## src/rtl/codec_pkg.sv

```systemverilog
// -----------------------------------------------------------------------------
// codec_pkg
// Shared definitions for the WM8731 codec initialisation sequencer:
//   - state_e          : sequencer FSM states
//   - CODEC_DEV_BYTE   : I2C device byte (7-bit address 7'h1A, write bit 0)
//   - CMD_W            : width of one I2C command word (device byte + 16 bits)
//   - codec_cmd(idx)   : 16-bit register word for table entry idx
// -----------------------------------------------------------------------------
package codec_pkg;

   localparam int unsigned CMD_W          = 24;
   localparam logic [7:0]  CODEC_DEV_BYTE = 8'h34;

   typedef enum logic [2:0] {
      IDLE,
      LOAD,
      START,
      WAIT_LOW,
      WAIT_HIGH,
      GAP,
      DONE,
      ERROR
   } state_e;

   // Register words in issue order: reset first, then line inputs,
   // headphone volumes, analog/digital paths, power, format, sampling, active.
   function automatic logic [15:0] codec_cmd(input logic [3:0] idx);
      logic [15:0] word;
      case (idx)
         4'd0:    word = 16'h1E00;
         4'd1:    word = 16'h0097;
         4'd2:    word = 16'h0297;
         4'd3:    word = 16'h0479;
         4'd4:    word = 16'h0679;
         4'd5:    word = 16'h0815;
         4'd6:    word = 16'h0A00;
         4'd7:    word = 16'h0C00;
         4'd8:    word = 16'h0E42;
         4'd9:    word = 16'h1019;
         4'd10:   word = 16'h1201;
         default: word = 16'h0000;
      endcase
      return word;
   endfunction

endpackage

```

## src/rtl/codec_cmd_rom.sv

```systemverilog
// -----------------------------------------------------------------------------
// codec_cmd_rom
// Combinational command table: maps a 4-bit command index to the 24-bit I2C
// write word {device byte, register word}. Indices at or beyond NUM_CMD
// return all zeros.
//   idx_i : command index
//   cmd_o : 24-bit command word
// -----------------------------------------------------------------------------
module codec_cmd_rom
   import codec_pkg::*;
#(
   parameter int unsigned NUM_CMD = 11
)(
   input  logic [3:0]       idx_i,
   output logic [CMD_W-1:0] cmd_o
);

   localparam logic [4:0] NUM_CMD_W = 5'(NUM_CMD);

   always_comb begin
      // NOTE: default assignment first so every path drives cmd_o and no latch is inferred.
      cmd_o = '0;
      if ({1'b0, idx_i} < NUM_CMD_W) begin
         cmd_o = {CODEC_DEV_BYTE, codec_cmd(idx_i)};
      end
   end

endmodule

```

## src/rtl/i2c_codec_init_seq.sv

```systemverilog
// -----------------------------------------------------------------------------
// i2c_codec_init_seq
// Walks the codec command table and hands each 24-bit word to the I2C sender,
// handshaking on start/finished, retrying starts the sender does not take,
// and leaving an idle gap between commands.
//   i_clk          : system clock
//   i_rst          : synchronous reset, active high
//   i_go           : begin a full run from entry 0 (sampled in IDLE/DONE/ERROR)
//   o_i2c_start    : one-cycle start pulse to the sender
//   o_i2c_dat      : command word, stable from start until finished rises
//   i_i2c_finished : sender status, 1 = idle, 0 = transferring
//   o_busy         : run in progress
//   o_done         : sticky, all commands completed
//   o_error        : sticky, a command ran out of retries
//   o_cmd_idx      : index of the current or last command
// -----------------------------------------------------------------------------
module i2c_codec_init_seq
   import codec_pkg::*;
#(
   parameter int unsigned NUM_CMD     = 11,
   parameter int unsigned GAP_CYCLES  = 8,
   parameter int unsigned ACK_TIMEOUT = 4,
   parameter int unsigned MAX_RETRY   = 3
)(
   input  logic             i_clk,
   input  logic             i_rst,
   input  logic             i_go,
   output logic             o_i2c_start,
   output logic [CMD_W-1:0] o_i2c_dat,
   input  logic             i_i2c_finished,
   output logic             o_busy,
   output logic             o_done,
   output logic             o_error,
   output logic [3:0]       o_cmd_idx
);

   localparam logic [3:0] LAST_IDX  = 4'(NUM_CMD - 1);
   localparam logic [7:0] GAP_LOAD  = 8'(GAP_CYCLES - 1);
   localparam logic [7:0] TMO_LAST  = 8'(ACK_TIMEOUT - 1);
   localparam logic [7:0] RETRY_MAX = 8'(MAX_RETRY);

   state_e           state_q;
   logic             start_q;
   logic [CMD_W-1:0] dat_q;
   logic             busy_q;
   logic             done_q;
   logic             error_q;
   logic [3:0]       idx_q;
   logic [7:0]       gap_q;
   logic [7:0]       tmo_q;
   logic [7:0]       retry_q;
   logic [CMD_W-1:0] rom_word_d;

   codec_cmd_rom #(
      .NUM_CMD (NUM_CMD)
   ) u_rom (
      .idx_i (idx_q),
      .cmd_o (rom_word_d)
   );

   // NOTE: sequential state uses non-blocking assignments so every branch sees pre-edge values.
   always_ff @(posedge i_clk) begin
      if (i_rst) begin
         state_q <= IDLE;
         start_q <= 1'b0;
         dat_q   <= '0;
         busy_q  <= 1'b0;
         done_q  <= 1'b0;
         error_q <= 1'b0;
         idx_q   <= '0;
         gap_q   <= '0;
         tmo_q   <= '0;
         retry_q <= '0;
      end else begin
         // Start is a pulse: raised only on the edge that enters START.
         start_q <= 1'b0;
         case (state_q)
            IDLE, DONE, ERROR: begin
               if (i_go) begin
                  idx_q   <= '0;
                  done_q  <= 1'b0;
                  error_q <= 1'b0;
                  retry_q <= '0;
                  busy_q  <= 1'b1;
                  state_q <= LOAD;
               end
            end
            LOAD: begin
               dat_q   <= rom_word_d;
               start_q <= 1'b1;
               state_q <= START;
            end
            START: begin
               tmo_q   <= '0;
               state_q <= WAIT_LOW;
            end
            WAIT_LOW: begin
               // tmo_q + 1 is the number of cycles since the start pulse; giving
               // up one cycle early lands the reissued start exactly
               // ACK_TIMEOUT cycles after the previous one (ACK_TIMEOUT >= 2).
               if (!i_i2c_finished) begin
                  state_q <= WAIT_HIGH;
               end else if ((tmo_q + 8'd1) == TMO_LAST) begin
                  if (retry_q < RETRY_MAX) begin
                     retry_q <= retry_q + 8'd1;
                     start_q <= 1'b1;
                     state_q <= START;
                  end else begin
                     busy_q  <= 1'b0;
                     error_q <= 1'b1;
                     state_q <= ERROR;
                  end
               end else begin
                  tmo_q <= tmo_q + 8'd1;
               end
            end
            WAIT_HIGH: begin
               if (i_i2c_finished) begin
                  gap_q   <= GAP_LOAD;
                  retry_q <= '0;
                  state_q <= GAP;
               end
            end
            GAP: begin
               if (gap_q == '0) begin
                  if (idx_q == LAST_IDX) begin
                     busy_q  <= 1'b0;
                     done_q  <= 1'b1;
                     state_q <= DONE;
                  end else begin
                     idx_q   <= idx_q + 4'd1;
                     state_q <= LOAD;
                  end
               end else begin
                  gap_q <= gap_q - 8'd1;
               end
            end
            default: state_q <= IDLE;
         endcase
      end
   end

   assign o_i2c_start = start_q;
   assign o_i2c_dat   = dat_q;
   assign o_busy      = busy_q;
   assign o_done      = done_q;
   assign o_error     = error_q;
   assign o_cmd_idx   = idx_q;

endmodule

```

## config.mk

```make
export PLATFORM = sky130hd
export DESIGN_NAME = i2c_codec_init_seq
export DESIGN_NICKNAME = d
export VERILOG_FILES = /design/src/rtl/codec_pkg.sv /design/src/rtl/codec_cmd_rom.sv /design/src/rtl/i2c_codec_init_seq.sv
export SDC_FILE = /design/constraint.sdc
export NUM_CORES = 1
export LEC_CHECK = 0
export ABC_AREA = 1
export BUFFER_PORTS_ARGS = -buffer_cell sky130_fd_sc_hd__buf_2
export CAP_MARGIN = 10
export CORE_UTILIZATION = 35
export CTS_BUF_LIST = sky130_fd_sc_hd__clkbuf_8
export DETAILED_ROUTE_END_ITERATION = 8
export PLACE_DENSITY_LB_ADDON = 0.2
export SLEW_MARGIN = 40
export SYNTH_ARGS = -nofsm -noshare
export SYNTH_HDL_FRONTEND = slang
export SYNTH_SLANG_ARGS = --single-unit
export TNS_END_PERCENT = 1
```

## constraint.sdc

```tcl
create_clock -name i_clk -period 2.1 [get_ports i_clk]
set_input_delay 0.21 -clock i_clk [delete_from_list [all_inputs] [get_ports i_clk]]
set_output_delay 0.21 -clock i_clk [all_outputs]
set_load 0.01 [all_outputs]
```

* After elaboration in Yosys (flattened, before gate mapping) *
Memories as Yosys holds them, arrays and structs flattened. A register that Yosys moved wholly into a read port is not among the register bits.
Cells that the tools add are included.

storage, ports and cells
  memory bits (read-only) = 192
  output and inout bits = 32
  bits of input ports = 4
  memories kept = 1
  register bits = 59
  logic and storage cells = 101

memories
  name             words  bits a word  read ports  clocked after Yosys merged registers in  write ports  RTL line         text
  (no name shown)  16     12           1           1                                        0            codec_pkg.sv:29  case (idx)

operators by class
  add/sub/neg operators = 4
  reduce and logical (&&, ||, !) cells = 17
  multiplexer cells = 46
  order comparisons = 2
  equal/unequal tests = 21

operators by type and width
  operator               count
  $mux W8                9
  $pmux W8 S2            2
  $pmux W8 S3            1
  $mux W22               1
  $ne A2 B2 Y1 const B   11
  $mux W3                7
  $mux W4                5
  $pmux W3 S6            1
  $add A8 B1 Y8 const B  2
  $mux W1                15
  $eq A3 B3 Y1 const B   4
  $reduce_and A4 Y1      3
  $eq A8 B2 Y1 const B   1
  $logic_not A8 Y1       1
  $lt A8 B2 Y1 const B   1
  $pmux W4 S2            1
  $reduce_bool A2 Y1     4
  $sub A8 B1 Y8 const B  1
  $reduce_and A7 Y1      1
  $eq A3 B2 Y1 const B   2
  $pmux W1 S2            3
  $reduce_and A3 Y1      2
  $reduce_and A6 Y1      1
  $reduce_bool A3 Y1     2
  other kinds (9)        9

* Longest topological paths before layout *
Gate-level depths: netlist of run 1.

  depth after elaboration = 6
  depth in mapped cells = 16

* By module *
Synthesis of run 1 repeated with hierarchy kept, for this count alone.

second synthesis, totals
  cell total of the unflattened synthesis = 460
  area, all modules = 3186.8 µm²

modules (own cells, without submodules)
  module              area an instance (µm²)  cells an instance  instances  seq. area each (µm²)
  i2c_codec_init_seq  2846.5                  396                1          1181.1
  codec_cmd_rom       340.3                   64                 1          0.0

* Least setup slack after synthesis of run 1 *
OpenSTA, ideal clock, no wires.

  path type = reg-to-reg
  start point = register idx_q[0] (netlist: o_cmd_idx[0])
  end point = register (tool-made name)
  data required time = 1.986 ns
  library setup time = 0.114 ns
  slack = 0.188 ns
  stages on the path, launching flop included = 14
  arrival time = 1.798 ns
  cells stage by stage = dfxtp_1 -> inv_1 -> ha_1 -> nand3_1 -> nor2_2 -> a21oi_4 -> nand3_1 -> nand2_1 -> nand2_1 -> ha_1 -> inv_1 -> nand3_1 -> nand3_2 -> nand2_1

RTL lines
  element                   RTL line                   text
  start: declaration        i2c_codec_init_seq.sv:48   logic [3:0] idx_q;
  start signal: assignment  i2c_codec_init_seq.sv:131  idx_q <= idx_q + 4'd1;

==> results of run 1 <==
-- layer usage --
metal  wire length, microns  up-vias  global-route usage [%]
li1                       -     1389                       -
met1                   3290     1150                    21.2
met2                   2710       37                    23.8
met3                    221       12                    4.35
met4                    126        0                    8.21
met5                      0        -                       0
-- cell usage after synthesis, types with 2 or more instances --
cell type | number | area [sq um]
a21oi_1 | 38 | 190
buf_4 | 12 | 90.1
clkbuf_1 | 6 | 22.5
dfxtp_1 | 60 | 1200
ha_1 | 11 | 138
inv_1 | 35 | 131
inv_2 | 12 | 45.0
nand2_1 | 99 | 372
nand2_2 | 5 | 31.3
nand2_4 | 3 | 33.8
nand3_1 | 41 | 205
nand3_2 | 2 | 20.0
nand3_4 | 4 | 70.1
nand3b_1 | 3 | 22.5
nand4_1 | 7 | 43.8
nor2_1 | 40 | 150
nor2_2 | 3 | 18.8
nor2_4 | 4 | 45.0
o21ai_0 | 3 | 15.0
o21ai_1 | 6 | 30.0
xor2_1 | 3 | 26.3
-- worst paths after layout --
path,startpoint,end,slack (ns),cells after the start
worst min-delay path,i_i2c_finished,o_i2c_start,0.21,3
worst min register to register,retry_q[6],retry_q[6],0.44,2
worst max register to register,gap_q[1],flop,0.16,12
worst max-delay path,gap_q[1],flop,0.16,12
-- stage by stage --
stage	worst slack (ns)	total power, mW	hold WS [ns]
6_report	0.161	4.71	0.211
5_1_grt	-0.0178	5.18	0.196
4_1_cts	0.0434	4.72	0.201
3_5_place_dp	0.0611	3.77	0.430
3_3_place_gp	0.121	3.75	0.427
2_1_floorplan	0.188	3.32	0.370
-- kinds of logic after synthesis --
kind of cell	after synthesis	synth area share (%)
XOR/XNOR	4	1.16
AND/OR/NAND/NOR	214	34.2
adder cells (fa/ha/maj)	11	4.57
AO/OA/AOI/OAI	54	9.93
other	1	0.125
buffers and inverters	68	10.1
flip-flops	60	39.9
-- critical path: stages, from the launching register on --
cell     delay (ns)
dfxtp_1        0.30
inv_1          0.10
ha_1           0.16
nand2_1        0.06
nor2_2         0.16
nor2_4         0.06
nor2_4         0.16
nand3_1        0.09
nand2_1        0.11
nand2_2        0.11
ha_1           0.34
nand3_1        0.13
nand2_1        0.07
-- area by class of cell --
class                      instances  area (sq um)
multi-input combinational        292          1560
tap                              105           131
clock inverter                     7          52.6
clock buffer                       9           124
timing repair buffer              36           205
fill                             874          4790
inverter                          49           189
sequential                        60          1200
-- where the power goes --
part | internal [mW] | switching (mW) | leakage, nW | total, mW
logic | 0.793 | 1.40 | 1.06 | 2.19
clock network | 0.433 | 0.491 | 0.0896 | 0.923
registers | 1.42 | 0.170 | 0.490 | 1.59
total | 2.65 | 2.06 | 1.64 | 4.71
-- layout by cell type, fill, tap and decap left out, types with 2 or more instances in the layout --
master and instances:
a21oi_1 38, nand3_1 40, buf_2 26, o21ai_0 3, clkinv_4 4, dfxtp_2 2, buf_4 10, xor2_1 3
inv_1 34, nand2_4 3, nand2_2 8, nor2_2 4, inv_2 13, nand4_1 7, dfxtp_1 58, nor2_4 4
o21ai_1 6, nand2_1 96, nand3_4 4, conb_1 9, nor2_1 39, ha_1 10, nand3_2 3, clkinv_2 2
clkbuf_8 9, nand3b_1 3
==> results.md, run 1 <==
- The post-synthesis to final-layout area growth is 15.2%.
- A synthesized cell averages around 7.3 sq um.
- Once the floorplan was initialized, standard cells occupied between 30 and 40% of the core.
- The core area is 8260 sq um.
- The run finished with clean final reports.
- The number of standard cells in the layout, taps in and fillers out is 558.
- The number of antenna violations at the first check in global routing came to 0.
- The area of the die is 8980 sq um.
- The number of iterations in the first detailed-routing pass is 4.
- The longest clock path from root to sink contains 2 buffers.
- Setup repair after global routing could not meet its margin everywhere.
- The number of primary I/O pins is 36.
- The wire length after detailed routing is 6.34 mm.
- The power density relative to cell area is 1360 nW/um^2.
- The distinct cell type count of the synthesized netlist is 36.
- The maximum fanout count along the critical path is 6.
- For the final routed database, the setup TNS stands at 0 ns.
- The cell area after synthesis is 3010 sq um.
- Of the available clock period, the critical path in the final layout requires a little over 90%.
- The via count of the first global-routing pass was 2410.
- The final-report hold violation count is 0.
- The cts-stage hold buffer count is 0.
- The number of failing setup endpoints in the final timing report is 0.
- The launching element type of the critical path is a flop.
- After floorplanning, the core was divided into 33 placement rows.
- After routing the design area is ~3500 sq um.
- The DRC violation count after routing is 0.
- Entering global routing, the biggest net connects 29 pins.
- The critical path arrival is 2.17 ns.
- The number of gates resized after CTS was 0.
- Max-cap violations in this run came to 0.
- The number of routed nets with antenna violations is 0.
- The aggregate global routing overflow is 0.
- After synthesis, the share of flip-flops with an asynchronous set or reset is 0%.
- Between clock sinks in the finished design, the worst skew comes to between 0.01 and 0.015 ns.
- The critical path class is reg2reg.
- The number of synthesized flops with an enable pin is 0.
- For this run, the total global-route usage over all layers was measured as 16.1%.
- The number of cells in the design after placement is 542.
- The required time at the endpoint of the critical path is 2.33 ns.
- The cell count after synthesis came out at just over 400.
- Clock-pin slew was measured on the worst setup and hold paths at about 0.070 ns.
- TritonCTS built the clock tree.
- The synthesized design contains 60 register bits.
- The number of clock buffers added by TritonCTS is 9.
- After detailed routing, the number of vias per cell comes to 4.64.
- Summing all placed instances gives a cell area of between 3000 and 4000 sq um.
- The first-pass GRT wire length is 11.1 mm.
- The min-delay analysis places its worst path in the category in2reg.
- CTS built an H-tree with a depth of 3.
- The most used flip-flop cell after synthesis is dfxtp_1.
- The weighted congestion at the end of routability-driven global placement is 0.862.
- The final HPWL from detailed placement is 4.69 mm.
- The proportion of synthesized chip area in sequential cells is between 30 and 40%.
- The antenna cell count is 0.
- The detailed router finished its first iteration with 128 violations.
- The number of setup buffers added after CTS is 0.
- The peak ir drop on the vdd network is 0.526 mV.
- At the end of the flow the core is filled with cells to 42.0%.
- Buffers placed on the I/O ports in this run total 26.
- The number of warnings reported in the yosys synthesis log is 0.
- The type of element capturing the critical path is a flop.
- The clock period minus worst slack is 1.94 ns.
- For this design the static power due to leakage is between 1.5 and 2 nW.
- The fraction of layout instances using a drive strength above 1 is a little over a fifth.
- The number of nets in the layout is 463.
- The CTS root buffer is clkbuf_8.
- The max-slew violation count is 0.
- The later pin in the worst-skew pair is clocked with a latency of 0.34 ns.
- Dividing the detail-routed wire length by the instance count gives between 10 and 15 microns.
- Across all layers, the routed design uses 2588 vias.
- For this run, the top clock speed supported by timing is 0.516 GHz.
- The number of sinks handled by clock tree synthesis is 60.
- The die boundary width is between 90 and 100 microns.
- From bottom edge to top edge, the die measures 94.8 microns.
Note: power is estimated with default switching activity, not from simulation.
==> run 2: changes to the inputs <==
--- a/config.mk
+++ b/config.mk
@@ -5,12 +5,12 @@
 export SDC_FILE = /design/constraint.sdc
 export NUM_CORES = 1
 export LEC_CHECK = 0
-export ABC_AREA = 1
 export BUFFER_PORTS_ARGS = -buffer_cell sky130_fd_sc_hd__buf_2
 export CAP_MARGIN = 10
 export CORE_UTILIZATION = 35
 export CTS_BUF_LIST = sky130_fd_sc_hd__clkbuf_8
 export DETAILED_ROUTE_END_ITERATION = 8
+export GPL_TIMING_DRIVEN = 0
 export PLACE_DENSITY_LB_ADDON = 0.2
 export SLEW_MARGIN = 40
 export SYNTH_ARGS = -nofsm -noshare
==> constraint.sdc (replaced) <==
create_clock -name i_clk -period 2.1 [get_ports i_clk]
set_input_delay 0.42 -clock i_clk [delete_from_list [all_inputs] [get_ports i_clk]]
set_output_delay 0.42 -clock i_clk [all_outputs]
set_load 0.01 [all_outputs]
==> run 2 against run 1 <==
Compared with the run above:
- the run now ends with setup timing left
- flip-flop and latch count is the same
- clock power grew 12%
- clock skew rose by 0.0058 ns
- fmax fell by 8.2%
- die area increased by 4.0%
- final cell count shrank 3.6%
- critical path depth decreased by 5
- clock-buffer cell count stayed put
- critical path type unchanged
- highest routed layer unchanged
==> results.md, run 2 <==
- The cell area after synthesis is 3130 sq um (was 3010 sq um).
- The number of primary I/O pins came to 36 (unchanged).
- The worst clock skew on the final layout is 0.0162 ns (was 0.0104 ns).
- The number of antenna violations at the first check in global routing came to 0 (unchanged).
- The maximum fanout count along the critical path is 5 (was 6).
- The number of synthesized flops with an enable pin is 0 (unchanged).
- Unrepaired setup endpoints after global routing: true (unchanged).
- The utilization of the core after routing is 46.3% (was 42.0%).
- The violation count after the first detailed-route iteration was 107 (was 128).
- The final worst setup slack is -0.0125 ns (was 0.161 ns).
- The most used flip-flop cell after synthesis is dfxtp_1 (unchanged).
- The clock slew at the register clock pins of the worst setup and hold paths is 0.07 ns (about the same).
- The register bit total from synthesis is 60 (unchanged).
- The maximum buffer depth of the clock tree came to 2 (unchanged).
- The launching element type of the critical path is a flop (unchanged).
- The pin count of the biggest net entering global routing is 12 (was 29).
- The distinct cell type count of the synthesized netlist is 68 (was 36).
- The number of warnings reported in the yosys synthesis log is 0 (unchanged).
- The number of iterations in the first detailed-routing pass came to 4 (unchanged).
- The clock buffer count from CTS is 9 (unchanged).
- The maximum clock frequency is 0.473 GHz (was 0.516 GHz).
- The worst setup slack after placement was -0.375 ns (was 0.0611 ns).
- The gate family responsible for the most delay along the worst path is simple AND/OR/NAND/NOR gates (unchanged).
- The number of buffers and inverters on the critical path is 0 (was 1).
- The post-synthesis to final-layout area growth is 28.3% (was 15.2%).
- The power density relative to cell area came to 850 nW/um^2 (was 1360 nW/um^2).
- The combinational fraction of design power is 29.9% (was 46.6%).
- The clock period minus worst slack is 2.11 ns (was 1.94 ns).
- The core area came to 8680 sq um (was 8260 sq um).
- Cells traversed along the worst timing path: ha_1 -> or4_4 -> or4_4 -> nor2_4 -> or2_2 -> a21oi_2 -> mux2_4 (was inv_1 -> ha_1 -> nand2_1 -> nor2_2 -> nor2_4 -> nor2_4 -> nand3_1 -> nand2_1 -> nand2_2 -> ha_1 -> nand3_1 -> nand2_1).
- The max capacitance violation total is 0 (unchanged).
- The CTS root buffer is clkbuf_8 (unchanged).
- The sequential share of power is 39.9% (was 33.8%).
- The fraction of layout instances using a drive strength above 1 is 34.2% (was 21.6%).
- The final HPWL from detailed placement is 5.21 mm (was 4.69 mm).
- The length in cells of the worst reg-to-reg path is 7 (was 12).
- The TritonCTS clock tree is done (unchanged).
- The logic depth of the worst setup path including buffers is 7 (was 12).
- The most numerous cell on the critical path is or4_4 (was nand2_1).
- The period utilization came to 101% (was 92.3%).
- The relative slew slack is 57.2%.
- The via count normalized by instance count was 5.23 (was 4.64).
- The part of the total power dissipated in the clock network is 30.2% (was 19.6%).
- The hold path depth is 2 (was 3).
- The initial cell density of the core is 36.1% (was 36.5%).
- The leakage power is 1.67 nW (was 1.64 nW).
- The die boundary width is 96.6 microns (was 94.8 microns).
- The number of sinks handled by clock tree synthesis is 60 (unchanged).
- The fraction of power spent switching nets came to 32.8% (was 43.8%).
- The area of the die came to 9340 sq um (was 8980 sq um).
- The post-synthesis area per instance is 8.68 sq um (was 7.31 sq um).
- The via count of the first global-routing pass is 2682 (was 2410).
- The critical path class is reg2reg (unchanged).
- The first-pass GRT wire length is 12.6 mm (was 11.1 mm).
- The number of rows in the core area was 34 (was 33).
- Area contributors post-synth: dfxtp_1 (38%), nor2_1 (4.8%), ha_1 (4.4%) (was dfxtp_1 (40%), nand2_1 (12%), nand3_1 (6.8%)).
- The wire length after detailed routing was 7.69 mm (was 6.34 mm).
- The number of routed nets with antenna violations came to 0 (unchanged).
- The required time at the endpoint of the critical path is 2.32 ns (was 2.33 ns).
- The type of element capturing the critical path is a flop (unchanged).
- The share of synthesized registers carrying an async set or reset is 0% (unchanged).
- The weighted congestion at the end of routability-driven global placement is 0.812 (was 0.862).
- The net switching power was 1.12 mW (was 2.06 mW).
- The final reports fail on setup timing.
- The post-layout total power is 3.42 mW (was 4.71 mW).
- The combined global-route utilization of all metal layers came to 16.6% (was 16.1%).
- The proportion of synthesized chip area in sequential cells is 38.3% (was 39.9%).
- The placed instance area is 3460 sq um (was 3260 sq um).
- The peak ir drop on the vdd network is 0.486 mV (was 0.526 mV).
- Top library cells by usage in the layout, fill and taps aside: dfxtp_1 (48), nor2_1 (37), buf_4 (32) (was nand2_1 (96), dfxtp_1 (58), nand3_1 (40)).
- The number of nets in the layout is 440 (was 463).
- Top cells by count, synth: dfxtp_1 (60), nor2_1 (40), nand2_1 (25), inv_1 (20), a21oi_1 (19) (was nand2_1 (99), dfxtp_1 (60), nand3_1 (41), nor2_1 (40), a21oi_1 (38)).
- The cell accounting for the most synthesized area is dfxtp_1 (unchanged).
- The clock latency on the worst-skew pair came to 0.35 ns (was 0.34 ns).
- The total internal power is 2.29 mW (was 2.65 mW).
- The quantity of I/O buffers inserted on ports is 25 (was 26).
- The summed area of non-filler cells in the final layout was 4020 sq um (was 3470 sq um).
- The longest individual stage delay on the worst path came to 0.46 ns (was 0.34 ns).
- The most frequently used cell type in the post-synthesis netlist is dfxtp_1 (was nand2_1).
- The cell with the largest stage delay on the worst path was or4_4 (was ha_1).
- The average routed wire per standard cell is 14.3 microns (was 11.4 microns).
- The antenna cell count is 0 (unchanged).
- The number of filler instances in the final layout came to 867 (was 874).
- The max-slew violation count is 0 (unchanged).
- The cts-stage hold buffer count is 0 (unchanged).
- The detailed-route via count is 2815 (was 2588).
- The aggregate global routing overflow was 0 (unchanged).
- The level count of the clock H-tree was 3 (unchanged).
- The transition time at the pin with the least slew margin is 0.642 ns.
- The gate count after technology mapping was 361 (was 412).
- The area share of the leading cell type in the synthesized netlist is 38.3% (was 39.9%).
- Outcome: finished with violations (was complete, no violations).
- The DRC violation count after routing is 0 (unchanged).
- The commonest non-fill, non-tap cell in the layout is dfxtp_1 (was nand2_1).
- The final-report hold violation count is 0 (unchanged).
- The class of the most critical hold timing path is reg2reg (was in2reg).
- The critical path arrival is 2.33 ns (was 2.17 ns).
- The number of failing setup endpoints in the final timing report is 2 (was 0).
- The height of the die was 96.6 microns (was 94.8 microns).
==> run 2: kinds of logic after synthesis <==
logic type	synth area share, %
DFF	38.3
AOI/OAI and AO/OA	19.0
xor gates and xnor gates	2.24
muxes	1.44
adders and majority gates	4.39
buffers and inverters	7.94
and+or+nand+nor	26.5
other	0.120
==> run 2: final cells by class <==
type | count | area [sq um] | share of cell area, %
plain buffers | 25 | 179 | 4.45
clock buffers | 9 | 124 | 3.08
clock inverters | 7 | 70.1 | 1.74
inverters | 21 | 83.8 | 2.09
multi-input cells | 263 | 1930 | 48.0
flip-flops and latches | 60 | 1220 | 30.4
well taps | 108 | 135 | 3.36
repair buffers | 45 | 275 | 6.85
==> run 2: per-layer routing <==
metal	GRT usage, %	wire, microns
met1	20.9	3590
met3	3.68	319
met4	6.20	102
met2	27.8	3680
met5	0	0
==> run 2: metrics by stage <==
stage / setup TNS [ns] / hold slack, ns / cells
2_1_floorplan: 0 / 0.443 / 369
3_3_place_gp: -3.58 / 0.454 / 502
3_5_place_dp: -4.03 / 0.459 / 502
4_1_cts: -0.0397 / 0.467 / 534
5_1_grt: -0.834 / 0.492 / 538
6_report: -0.0229 / 0.468 / 538
==> run 2: worst paths after layout <==
| path | from | to | slack (ns) |
|---|---|---|---|
| max | retry_q[0] | retry_q[0] | -0.01 |
| min | flop | o_i2c_dat[1] | 0.47 |
| max reg2reg | retry_q[0] | retry_q[0] | -0.01 |
| min reg2reg | flop | o_i2c_dat[1] | 0.47 |
==> run 2: power groups by stage <==
stage / registers (mW) / clock network (mW) / logic [mW]
floorplan: 1.40 / 0 / 0.634
global placement: 1.39 / 0 / 0.847
detailed placement: 1.39 / 0 / 0.850
CTS: 1.36 / 1.06 / 0.955
global route: 1.38 / 1.09 / 1.13
finish: 1.36 / 1.03 / 1.02
==> run 2: tightest hold or removal path: stages, from the launching register on <==
cell     delay (ns)
dfxtp_1        0.31
a22oi_1        0.06
nor2_1         0.07
==> run 2: repair_timing <==
action | in CTS | in global routing
gates resized for setup | 31 | 28
pin swaps | 9 | 10
buffers inserted | 16 | 4
endpoints found under the setup margin | 21 | 37
gates cloned | 0 | 0
